$ cat src/rtl/uart_arb_pkg.sv
// Shared types and width helpers for the UART TX arbiter.
package uart_arb_pkg;

    typedef enum logic [1:0] {
        IDLE = 2'd0,
        HDR  = 2'd1,
        XFER = 2'd2
    } arb_state_t;

    localparam logic [7:0] TAG_PREFIX = 8'hA0;

    function automatic int unsigned idx_width(input int unsigned n);
        return $clog2(n);
    endfunction

    // Beat counter must be able to hold MAX_BURST itself.
    function automatic int unsigned cnt_width(input int unsigned max_burst);
        return $clog2(max_burst) + 1;
    endfunction

endpackage

$ cat src/rtl/uart_rr_pick.sv
// Rotated priority encoder: first set request at or above rr_ptr, wrapping.
module uart_rr_pick
    import uart_arb_pkg::*;
#(
    parameter int unsigned NUM_REQ = 4
) (
    input  logic [NUM_REQ-1:0]         req,
    input  logic [$clog2(NUM_REQ)-1:0] rr_ptr,
    output logic                       found,
    output logic [$clog2(NUM_REQ)-1:0] index
);

    localparam int unsigned IW = idx_width(NUM_REQ);

    // Scan farthest offset first so the nearest candidate overwrites it.
    always_comb begin
        found = 1'b0;
        index = '0;
        for (int unsigned k = NUM_REQ; k > 0; k--) begin
            if (req[(32'(rr_ptr) + k - 1) % NUM_REQ]) begin
                found = 1'b1;
                index = IW'((32'(rr_ptr) + k - 1) % NUM_REQ);
            end
        end
    end

endmodule

$ cat src/rtl/uart_tx_arbiter.sv
// Burst-granular round-robin arbiter for the UART TX FIFO write port.
// Define UART_ARB_TAG_EN to prefix every grant with a TAG_PREFIX|grant_id header byte.
module uart_tx_arbiter
    import uart_arb_pkg::*;
#(
    parameter int unsigned NUM_REQ   = 4,
    parameter int unsigned MAX_BURST = 16
) (
    input  logic                         clk,
    input  logic                         reset,
    input  logic [NUM_REQ-1:0]           req_valid,
    input  logic [NUM_REQ*8-1:0]         req_data,
    input  logic [NUM_REQ-1:0]           req_last,
    output logic [NUM_REQ-1:0]           req_ready,
    output logic                         tx_wr_en,
    output logic [7:0]                   tx_wr_data,
    input  logic                         tx_full,
    output logic [$clog2(NUM_REQ)-1:0]   grant_id,
    output logic                         busy
);

    localparam int unsigned IW = idx_width(NUM_REQ);
    localparam int unsigned BW = cnt_width(MAX_BURST);

    arb_state_t    state;
    arb_state_t    state_nxt;
    logic [IW-1:0] rr_ptr;
    logic [BW-1:0] beat_cnt;
    logic          pick_found;
    logic [IW-1:0] pick_idx;
    logic          beat;
    logic          burst_end;

    uart_rr_pick #(
        .NUM_REQ (NUM_REQ)
    ) u_pick (
        .req    (req_valid),
        .rr_ptr (rr_ptr),
        .found  (pick_found),
        .index  (pick_idx)
    );

    assign beat      = (state == XFER) && req_valid[grant_id] && !tx_full;
    assign burst_end = beat && (req_last[grant_id] || (beat_cnt == BW'(MAX_BURST - 1)));

    always_ff @(posedge clk) begin
        if (reset) begin
            state <= IDLE;
        end else begin
            state <= state_nxt;
        end
    end

    always_comb begin
        state_nxt = state;
        case (state)
            IDLE: begin
                if (pick_found) begin
`ifdef UART_ARB_TAG_EN
                    state_nxt = HDR;
`else
                    state_nxt = XFER;
`endif
                end
            end
`ifdef UART_ARB_TAG_EN
            HDR: begin
                if (!tx_full) begin
                    state_nxt = XFER;
                end
            end
`endif
            XFER: begin
                if (burst_end) begin
                    state_nxt = IDLE;
                end
            end
            default: state_nxt = IDLE;
        endcase
    end

    // FIFO write port is a zero-latency pass-through of the granted requester.
    always_comb begin
        req_ready  = '0;
        tx_wr_en   = 1'b0;
        tx_wr_data = 8'h00;
        case (state)
`ifdef UART_ARB_TAG_EN
            HDR: begin
                if (!tx_full) begin
                    tx_wr_en   = 1'b1;
                    tx_wr_data = TAG_PREFIX | 8'(grant_id);
                end
            end
`endif
            XFER: begin
                req_ready[grant_id] = !tx_full;
                if (beat) begin
                    tx_wr_en   = 1'b1;
                    tx_wr_data = req_data[32'(grant_id) * 8 +: 8];
                end
            end
            default: ;
        endcase
    end

    // Grant bookkeeping; grant_id is retained in IDLE until the next grant.
    always_ff @(posedge clk) begin
        if (reset) begin
            rr_ptr   <= '0;
            grant_id <= '0;
            beat_cnt <= '0;
            busy     <= 1'b0;
        end else begin
            case (state)
                IDLE: begin
                    if (pick_found) begin
                        grant_id <= pick_idx;
                        busy     <= 1'b1;
                    end
                end
                XFER: begin
                    if (burst_end) begin
                        beat_cnt <= '0;
                        busy     <= 1'b0;
                        rr_ptr   <= (grant_id == IW'(NUM_REQ - 1)) ? '0 : grant_id + IW'(1);
                    end else if (beat) begin
                        beat_cnt <= beat_cnt + BW'(1);
                    end
                end
                default: ;
            endcase
        end
    end

endmodule
$ cat config.mk
export PLATFORM = sky130hd
export DESIGN_NAME = uart_tx_arbiter
export DESIGN_NICKNAME = d
export VERILOG_FILES = /design/src/rtl/uart_arb_pkg.sv /design/src/rtl/uart_rr_pick.sv /design/src/rtl/uart_tx_arbiter.sv
export SDC_FILE = /design/constraint.sdc
export NUM_CORES = 1
export LEC_CHECK = 0
export ABC_AREA = 1
export ABC_CLOCK_PERIOD_IN_PS = 1600
export CORE_ASPECT_RATIO = 1.75
export CORE_UTILIZATION = 40
export DETAILED_ROUTE_END_ITERATION = 10
export PLACE_DENSITY = 0.8
export SLEW_MARGIN = 40
export SYNTH_ARGS = -nofsm -noshare
export SYNTH_HDL_FRONTEND = slang
export SYNTH_HIERARCHICAL = 1
export SYNTH_SLANG_ARGS = --single-unit
$ cat constraint.sdc
create_clock -name clk -period 1.6 [get_ports clk]
set_input_delay 0.32 -clock clk [delete_from_list [all_inputs] [get_ports clk]]
set_output_delay 0.32 -clock clk [all_outputs]
set_load 0.1 [all_outputs]
==> flow_summary.json, run 1 <==
{
  "p_seq_share_pct": 16.4,
  "violations": "negative setup slack",
  "slew_viol_final": 0,
  "dr.pass1.iters": 4,
  "viasPerCell": 5.63,
  "p_int_mw": 0.974,
  "max_slew_margin_pct": 82.0,
  "grtUsageMet2_pct": 57.0,
  "status": "complete, but fails checks",
  "clk_pin_slew_worst_paths_ns": 0.05,
  "final_cell_area_um2": 2540,
  "dieWidth_um": 43.2,
  "cts-root-buf": "clkbuf_8",
  "fin_cells": 318,
  "synth-seq-cells": 10,
  "setup_viol": 14,
  "cts-buffers-inserted": 3,
  "top_usage_layer": "met2",
  "synth.avg_cell_area_um2": 5.68,
  "synth_compound_area_share_pct": 19.0,
  "routed-via-count": 1789,
  "dieArea_um2": 3200,
  "fp-row-count": 25,
  "rsz0062_at_grt": "yes",
  "core_um2": 2750,
  "cts_buffer_depth": 2,
  "combinationalPowerShare_pct": 66.0,
  "die_y_um": 74.0,
  "synth_edf_count": 0,
  "antenna_found_initial": 0,
  "crit_fanout": 14,
  "diodes": 0,
  "grt_pass1_wl_mm": 7.07,
  "max_cap_violations": 0,
  "syn_to_final_growth_pct": 114,
  "layout_common_cells": "nor2_1 (41), nand2_1 (38), clkdlybuf4s50_1 (36)",
  "fin_nets": 341,
  "p_sw_mw": 0.835,
  "track_usage_pct": 28.5,
  "finalCritPeriodShare_pct": 115,
  "first_global_vias": 1590,
  "synth_flop_cell": "dfxtp_1",
  "worst_slack_ns": -0.240,
  "period_needed_ns": 1.84,
  "drtAntennaViolNets": 0,
  "syn-cell-area_um2": 1190,
  "end_kind": "output port",
  "drive_gt1_share_pct": 37.1,
  "io_buffers": 58,
  "hold_path_depth": 2,
  "swShare_pct": 46.2,
  "dp_hpwl_mm": 3.07,
  "critPathKind": "register to output port",
  "dr.first_iter.drc_count": 90,
  "grt_overflow": 0,
  "synth_cells": 209,
  "hold_violations": 0,
  "synth_top_family_by_area": "simple AND/OR/NAND/NOR gates",
  "wire_per_inst_um": 18.5,
  "synthDistinctLibCells": 27,
  "ir_worst_vdd_mv": 0.749,
  "h-tree-depth": 1,
  "drc_errors": 0,
  "power_leakage_nw": 1.08,
  "powerDensity_nw_per_um2": 713,
  "dp.cells": 302,
  "synth-seq-area-share_pct": 16.9,
  "syn-num-nets": 258,
  "min_path_type": "register to register",
  "dpl_cell_area_um2": 2200,
  "pwr-share-clk_pct": 17.6,
  "initial_core_util_pct": 43.1,
  "synth-simple-area-share_pct": 42.5,
  "synth_warnings": 6,
  "grt_util_met3_pct": 4.13,
  "clock_sinks": 10,
  "ys_async_sr_fraction_pct": 0,
  "clock_latency_ns": 0.24,
  "clock_skew_ns": 0.00119,
  "cts_tree": "built",
  "max_freq_mhz": 543,
  "wl_mm": 5.89,
  "reg2regPathDepth": 10,
  "arrival_ns": 1.52,
  "critPathRequiredTime_ns": 1.28,
  "use_met1_pct": 28.6,
  "gp_congestion": 0.757,
  "final_common_cell": "nor2_1",
  "grt_max_degree": 16,
  "io_pins": 59,
  "synth-adder-area-share_pct": 6.33,
  "synth-xor-area-share_pct": 0,
  "start_kind": "register",
  "synthMuxAreaShare_pct": 0,
  "tightestPinTransition_ns": 0.269
}
-- through the flow --
step | setup WS [ns] | TNS (ns) | util (%) | power, mW | hold WS (ns)
floorplan | -0.379 | -5.78 | - | 0.907 | 0.382
detailed placement | -0.347 | -5.99 | 80.0 | 1.25 | 0.469
finish | -0.240 | -2.36 | 92.2 | 1.81 | 0.485
CTS | -0.164 | -1.50 | 86.0 | 1.65 | 0.478
global route | -0.273 | -3.21 | 92.2 | 1.87 | 0.504
global placement | -0.322 | -5.51 | 80.0 | 1.23 | 0.460
-- repair_timing --
action                                  CTS  global route
cloned                                    1             1
endpoints found under the setup margin   18            22
setup buffers                             5             5
hold buffers                              0             0
resized for setup                        29            24
pin swaps                                 7             7
-- layout make-up --
type / count / area (µm²)
clock buffers: 4 / 55.1
inverters: 31 / 133
fillers: 105 / 215
flip-flops and latches: 10 / 211
repair buffers: 85 / 1030
multi-input cells: 161 / 1080
well taps: 27 / 33.8
-- power groups by stage --
| stage | sequential [mW] | clock (mW) | combinational (mW) |
|---|---|---|---|
| floorplan | 0.354 | 0 | 0.552 |
| global placement | 0.296 | 0 | 0.939 |
| detailed placement | 0.296 | 0 | 0.955 |
| CTS | 0.295 | 0.323 | 1.03 |
| global route | 0.298 | 0.332 | 1.24 |
| finish | 0.297 | 0.318 | 1.19 |
-- Yosys cell counts, types with 3 or more instances --
cell type | number | area share, %
nand2_2 | 6 | 3.2
nor2_1 | 47 | 15
nand2_1 | 40 | 13
a21oi_1 | 14 | 5.9
nand3_1 | 14 | 5.9
buf_2 | 3 | 1.3
inv_2 | 3 | 0.95
o21ai_0 | 20 | 8.4
inv_1 | 27 | 8.5
dfxtp_1 | 10 | 17
ha_1 | 6 | 6.3
-- logic make-up (layout without fill, tap and decap cells) --
family | count (synthesis) | after routing
AND/OR/NAND/NOR | 114 | 115
AO/OA/AOI/OAI | 40 | 40
buffers and inverters | 39 | 120
flip-flops | 10 | 10
adder cells (fa/ha/maj) | 6 | 6
-- state kept, by name (all words and copies together), names as in the netlist --
signal / flops
beat_cnt: 5
grant_id: 2
rr_ptr: 2
busy: 1
-- critical path, stage by stage, from the launching register on --
cell,delay [ns]
dfxtp_4,0.43
buf_12,0.16
nor2_1,0.07
nor2_1,0.12
o21ai_1,0.13
a21oi_4,0.18
buf_12,0.19
-- final timing paths --
kind	from	endpoint	slack (ns)
max reg2reg	grant_id[0]	beat_cnt[3]	0.01
min reg2reg	beat_cnt[4]	beat_cnt[4]	0.49
min	beat_cnt[4]	beat_cnt[4]	0.49
max	grant_id[0]	tx_wr_data[5]	-0.24
-- layer usage --
metal	routed length (µm)	part of all wire [%]	vias to the layer above
li1	-	-	819
met3	416	7.1	25
met1	2070	35	841
met4	238	4.0	0
met5	0	0	-
met2	3160	54	104
No activity file was read; power rests on OpenSTA's default activity.
==> run 2: changes to the inputs <==
- CORE_ASPECT_RATIO: 1.75 -> not set
- CORE_UTILIZATION: 40 -> 63
- DONT_BUFFER_PORTS: not set -> 1
- GPL_TIMING_DRIVEN: not set -> 1
- MAX_ROUTING_LAYER: not set -> met4
- PLACE_DENSITY: 0.8 -> 0.79
==> flow_summary.json, run 2 <==
{
  "ys_async_sr_fraction_pct": 0,
  "synthDistinctLibCells": 27,
  "synth-seq-cells": 10,
  "synth_warnings": 6,
  "yosys-top-cells-count": "nor2_1 (47), nand2_1 (40), inv_1 (27)",
  "synth_cells": 209,
  "fp-row-count": 15,
  "synth_top_area_share_pct": 16.9,
  "initial_core_util_pct": 68.0,
  "error_line": "[ERROR DPL-0033] detailed placement checks failed during check placement.",
  "gp_congestion": 0.874,
  "synth.largest_area_cell": "dfxtp_1",
  "dp_hpwl_mm": 3.70,
  "synth.avg_cell_area_um2": 5.68,
  "io_pins": 59,
  "status": "did not finish",
  "synth_edf_count": 0,
  "haltStage": "detailed placement (3_5_place_dp)",
  "synth.most_common_cell": "nor2_1",
  "die_y_um": 45.4,
  "io_buffers": 0,
  "synth-seq-area-share_pct": 16.9,
  "syn-cell-area_um2": 1190,
  "yosys-top-cells-area": "dfxtp_1 (17%), nor2_1 (15%), nand2_1 (13%)",
  "dieWidth_um": 45.4,
  "syn-num-nets": 258,
  "synth_flop_cell": "dfxtp_1"
}
-- run 2: cell counts after synthesis --
Identical to the previous run, type by type.
-- run 2: through the flow --
stage,setup TNS [ns],cells,worst slack [ns]
3_3_place_gp,0,250,0.0427
2_1_floorplan,-5.78,209,-0.379
-- run 2: cells by family after synthesis --
| logic type | count (synthesis) | share of synthesized area (%) |
|---|---|---|
| compound gates | 40 | 19.0 |
| fa+ha+maj | 6 | 6.33 |
| buf+inv | 39 | 15.3 |
| flops | 10 | 16.9 |
| simple gates | 114 | 42.5 |
==> run 3: changes to the inputs <==
- CORE_AREA: not set -> 2 2 63 65
- CORE_UTILIZATION: 63 -> not set
- DIE_AREA: not set -> 0 0 65 67
- MAX_ROUTING_LAYER: met4 -> not set
- PLACE_DENSITY: 0.79 -> not set
- PLACE_DENSITY_LB_ADDON: not set -> 0.15
==> flow_summary.json, run 3 (same netlist as run 1, synthesis figures left out) <==
{
  "status": "complete, but fails checks",
  "violations": "negative setup slack",
  "largest-register": "beat_cnt",
  "drive_gt1_share_pct": 43.9,
  "final_cell_area_um2": 1990,
  "max_cap_violations": 0,
  "finalCritPeriodShare_pct": 110,
  "postLayoutCoreUtil_pct": 55.3,
  "core_um2": 3610,
  "io_buffers": 0,
  "arrival_ns": 1.44,
  "largest_reg_flops": 5,
  "wl_mm": 3.63,
  "worst_slack_ns": -0.156,
  "dieWidth_um": 65,
  "first_global_vias": 1339,
  "fp-row-count": 22,
  "wire_per_inst_um": 12.4,
  "cts_tree": "built",
  "n_fill_cell": 331,
  "crit_top_cell": "nand2_8",
  "critPathSlowestCell": "dfxtp_4",
  "fin_nets": 294,
  "dr.first_iter.drc_count": 48,
  "ir_worst_vdd_mv": 0.540,
  "r2r-start": "grant_id[0]",
  "grt_pass1_wl_mm": 5.89,
  "antenna_found_initial": 0,
  "clk_pin_slew_worst_paths_ns": 0.05,
  "timing.reg2reg.setup_slack_ns": 0.10,
  "critPathKind": "register to output port",
  "diodes": 0,
  "worstPathCellList": "inv_6 > nand2_4 > nand3_4 > nand2_8 > nand2_8 > a21oi_4 > buf_12",
  "gp_congestion": 0.886,
  "viasPerCell": 4.82,
  "holdPathEnd": "beat_cnt[4]",
  "clock_sinks": 10,
  "p_seq_share_pct": 19.0,
  "power_leakage_nw": 0.835,
  "dp_hpwl_mm": 2.87,
  "clock_latency_ns": 0.24,
  "multiInputGateArea_um2": 1070,
  "track_usage_pct": 17.1,
  "dpl_cell_area_um2": 1700,
  "slew_viol_final": 0,
  "reg_top3": "beat_cnt (5), grant_id (2), rr_ptr (2)",
  "reg2regPathDepth": 10,
  "layout_common_cells": "nand2_1 (38), nor2_1 (36), inv_1 (21)",
  "combinationalPowerShare_pct": 60.6,
  "crit_fanout": 7,
  "max_stage_delay_ns": 0.42,
  "cts-root-buf": "clkbuf_8",
  "seqCellArea_um2": 214,
  "r2r_end": "beat_cnt[3]",
  "final_common_cell": "nand2_1",
  "max_slew_margin_pct": 80.8,
  "grt_overflow": 0,
  "end_kind": "output port",
  "hold_start": "reset",
  "critPathRequiredTime_ns": 1.28,
  "cts_buffer_depth": 2,
  "drc_errors": 0,
  "period_needed_ns": 1.76,
  "initial_core_util_pct": 32.9,
  "h-tree-depth": 1,
  "pwr-share-clk_pct": 20.4,
  "dr.pass1.iters": 4,
  "min_path_type": "primary input to register",
  "io_pins": 59,
  "start_kind": "register",
  "clock_skew_ns": 0.00347,
  "powerDensity_nw_per_um2": 778,
  "dp.cells": 277,
  "p_sw_mw": 0.728,
  "dieArea_um2": 4360,
  "routed-via-count": 1407,
  "pre_cts_ws_ns": 0.0454,
  "fin_cells": 292,
  "rsz0062_at_grt": "yes",
  "die_y_um": 67,
  "cts-buffers-inserted": 3,
  "syn_to_final_growth_pct": 68.0,
  "drtAntennaViolNets": 0,
  "grt_max_degree": 12,
  "setup_viol": 11,
  "p_total_mw": 1.55,
  "max_freq_mhz": 569,
  "p_int_mw": 0.823,
  "swShare_pct": 46.9,
  "hold_path_depth": 1,
  "tightestPinTransition_ns": 0.287,
  "hold_violations": 0
}
==> run 3: critical path: cells and delay by family (launching register included) <==
family | cells | cell delay (ns)
flip-flops | 1 | 0.42
AND/OR/NAND/NOR | 4 | 0.36
buffers and inverters | 2 | 0.26
AO/OA/AOI/OAI | 1 | 0.15
==> run 3: routing by layer <==
metal	share of wire [%]	track usage, %	wire length [µm]
met1	41	19.7	1470
met2	51	32.3	1860
met3	7.6	3.72	275
met4	0.58	3.19	21
met5	0	0	0
==> run 3: repair_timing <==
item,in CTS,in global routing
gates resized for setup,29,21
endpoints found under the setup margin,11,20
buffers inserted,8,1
pin swaps,10,6
hold buffers,0,0
gates cloned,1,1
==> run 3: final cells by class <==
cell class                 count  share of cell area, %
multi-input combinational    161                   53.5
timing repair buffer          38                   23.6
sequential                    10                   10.7
inverter                      31                   6.40
tap                           48                   3.01
clock buffer                   4                   2.76
==> run 3: how the worst max path moves through the flow <==
stage	cells past startpoint	to	slack [ns]	startpoint
2_1_floorplan	6	tx_wr_data[0]	-0.38	grant_id[0]
3_3_place_gp	7	tx_wr_data[2]	0.08	grant_id[0]
3_5_place_dp	7	tx_wr_data[3]	0.05	grant_id[0]
4_1_cts	6	tx_wr_data[5]	-0.14	grant_id[0]
5_1_grt	6	tx_wr_data[7]	-0.22	grant_id[0]
6_report	7	tx_wr_data[1]	-0.16	grant_id[0]
==> run 3: through the flow <==
| step | hold slack [ns] | setup TNS, ns |
|---|---|---|
| floorplan | 0.382 | -5.78 |
| global placement | 0.384 | 0 |
| detailed placement | 0.387 | 0 |
| CTS | 0.135 | -1.22 |
| global route | 0.133 | -2.14 |
| finish | 0.141 | -1.43 |
==> run 3: power by group through the flow <==
stage	clock (mW)	combinational [mW]	sequential, mW
2_1_floorplan	0	0.552	0.354
3_3_place_gp	0	0.776	0.297
3_5_place_dp	0	0.790	0.299
4_1_cts	0.327	0.902	0.292
5_1_grt	0.345	1.01	0.298
6_report	0.316	0.941	0.295
==> run 4: changes to the inputs <==
- MAX_ROUTING_LAYER: not set -> met4
==> flow_summary.json, run 4 (same netlist as run 1, synthesis figures left out) <==
{
  "tns_ns": -1.45,
  "routed-via-count": 1428,
  "grt_util_met3_pct": 3.72,
  "largest-register": "beat_cnt",
  "critPathSlowestCell": "dfxtp_4",
  "die_y_um": 67,
  "arrival_ns": 1.44,
  "cts-buffers-inserted": 3,
  "layout_common_cells": "nand2_1 (38), nor2_1 (36), inv_1 (21)",
  "min_path_type": "primary input to register",
  "drive_gt1_share_pct": 43.9,
  "drtAntennaViolNets": 0,
  "setup_viol": 12,
  "dieWidth_um": 65,
  "core_um2": 3610,
  "grtUsageMet2_pct": 32.6,
  "grt_max_degree": 12,
  "start_kind": "register",
  "cts-root-buf": "clkbuf_8",
  "tightestPinTransition_ns": 0.287,
  "final_cell_area_um2": 1990,
  "wire_per_inst_um": 12.5,
  "max_freq_mhz": 569,
  "h-tree-depth": 1,
  "finalCritPeriodShare_pct": 110,
  "fin_cells": 292,
  "drc_errors": 0,
  "critPathRequiredTime_ns": 1.28,
  "cts_tree": "built",
  "dp.cells": 277,
  "clk_pin_slew_worst_paths_ns": 0.05,
  "cts_buffer_depth": 2,
  "dpl_cell_area_um2": 1700,
  "critPathKind": "register to output port",
  "dr.pass1.iters": 4,
  "swShare_pct": 47.0,
  "p_total_mw": 1.55,
  "ir_worst_vdd_mv": 0.541,
  "initial_core_util_pct": 32.9,
  "syn_to_final_growth_pct": 68.0,
  "antenna_found_initial": 0,
  "powerDensity_nw_per_um2": 779,
  "p_seq_share_pct": 19.0,
  "max_slew_margin_pct": 80.8,
  "slew_viol_final": 0,
  "gp_congestion": 0.901,
  "first_global_vias": 1330,
  "pwr-share-clk_pct": 20.3,
  "dr.first_iter.drc_count": 57,
  "worst_slack_ns": -0.158,
  "status": "complete, but fails checks",
  "io_pins": 59,
  "clock_latency_ns": 0.24,
  "combinationalPowerShare_pct": 60.7,
  "diodes": 0,
  "clock_sinks": 10,
  "p_sw_mw": 0.730,
  "fp-row-count": 22,
  "max_cap_violations": 0,
  "end_kind": "output port",
  "io_buffers": 0,
  "violations": "negative setup slack",
  "wl_mm": 3.65,
  "use_met1_pct": 19.9,
  "dieArea_um2": 4360,
  "period_needed_ns": 1.76,
  "grt_pass1_wl_mm": 5.92,
  "clock_skew_ns": 0.00357,
  "track_usage_pct": 17.6,
  "largest_reg_flops": 5,
  "fin_nets": 294,
  "hold_violations": 0,
  "dp_hpwl_mm": 2.87,
  "viasPerCell": 4.89,
  "max_stage_delay_ns": 0.42,
  "crit_top_cell": "nand2_8",
  "worstPathCellList": "inv_6 > nand2_4 > nand3_4 > nand2_8 > nand2_8 > a21oi_4 > buf_12",
  "top_usage_layer": "met2",
  "crit_fanout": 7,
  "power_leakage_nw": 0.835,
  "rsz0062_at_grt": "yes",
  "final_common_cell": "nand2_1",
  "p_int_mw": 0.823,
  "reg_top3": "beat_cnt (5), grant_id (2), rr_ptr (2)",
  "grt_overflow": 0
}
[run 4: per-layer routing]
layer  vias to the layer above  part of all wire, %
li1                        726                    -
met2                        62                   51
met3                         6                  7.8
met4                         0                  1.0
met5                         -                    0
met1                       634                   41
[run 4: worst max-delay path: cells and delay by family (launching register included)]
kind                   cells  cell delay [ns]
flip-flops                 1             0.42
AND/OR/NAND/NOR            4             0.36
buffers and inverters      2             0.26
AO/OA/AOI/OAI              1             0.15
[run 4: power groups by stage]
stage	combinational (mW)	clock, mW	sequential (mW)
detailed placement	0.790	0	0.299
global route	1.01	0.345	0.298
finish	0.942	0.316	0.295
floorplan	0.552	0	0.354
global placement	0.776	0	0.297
CTS	0.902	0.327	0.292
[run 4: worst paths after layout]
check,startpoint,end,slack [ns],cells past startpoint
min reg2reg,beat_cnt[4],beat_cnt[4],0.47,2
max,grant_id[0],tx_wr_data[5],-0.16,7
max reg2reg,grant_id[0],beat_cnt[2],0.11,9
min,reset,beat_cnt[4],0.14,1
[run 4: what timing repair did]
| action | 4_1_cts | 5_1_grt |
|---|---|---|
| setup endpoints to repair | 11 | 20 |
| pin swaps | 10 | 7 |
| hold buffers | 0 | 0 |
| resized for setup | 29 | 22 |
| setup buffers | 8 | 1 |
| cloned | 1 | 1 |
| endpoints found under the hold margin | 0 | 0 |
[run 4: area by class of cell]
class,count,area (µm²)
inverters,31,128
repair buffers,38,470
flip-flops and latches,10,214
multi-input cells,161,1070
fillers,331,1610
clock buffers,4,55.1
well taps,48,60.1
[run 4: metrics by stage]
stage               util (%)  worst slack, ns  hold WS, ns
floorplan                  -           -0.379        0.382
global placement        47.3           0.0824        0.384
detailed placement      47.3           0.0454        0.387
CTS                     53.5           -0.144        0.135
global route            55.3           -0.227        0.133
finish                  55.3           -0.158        0.141
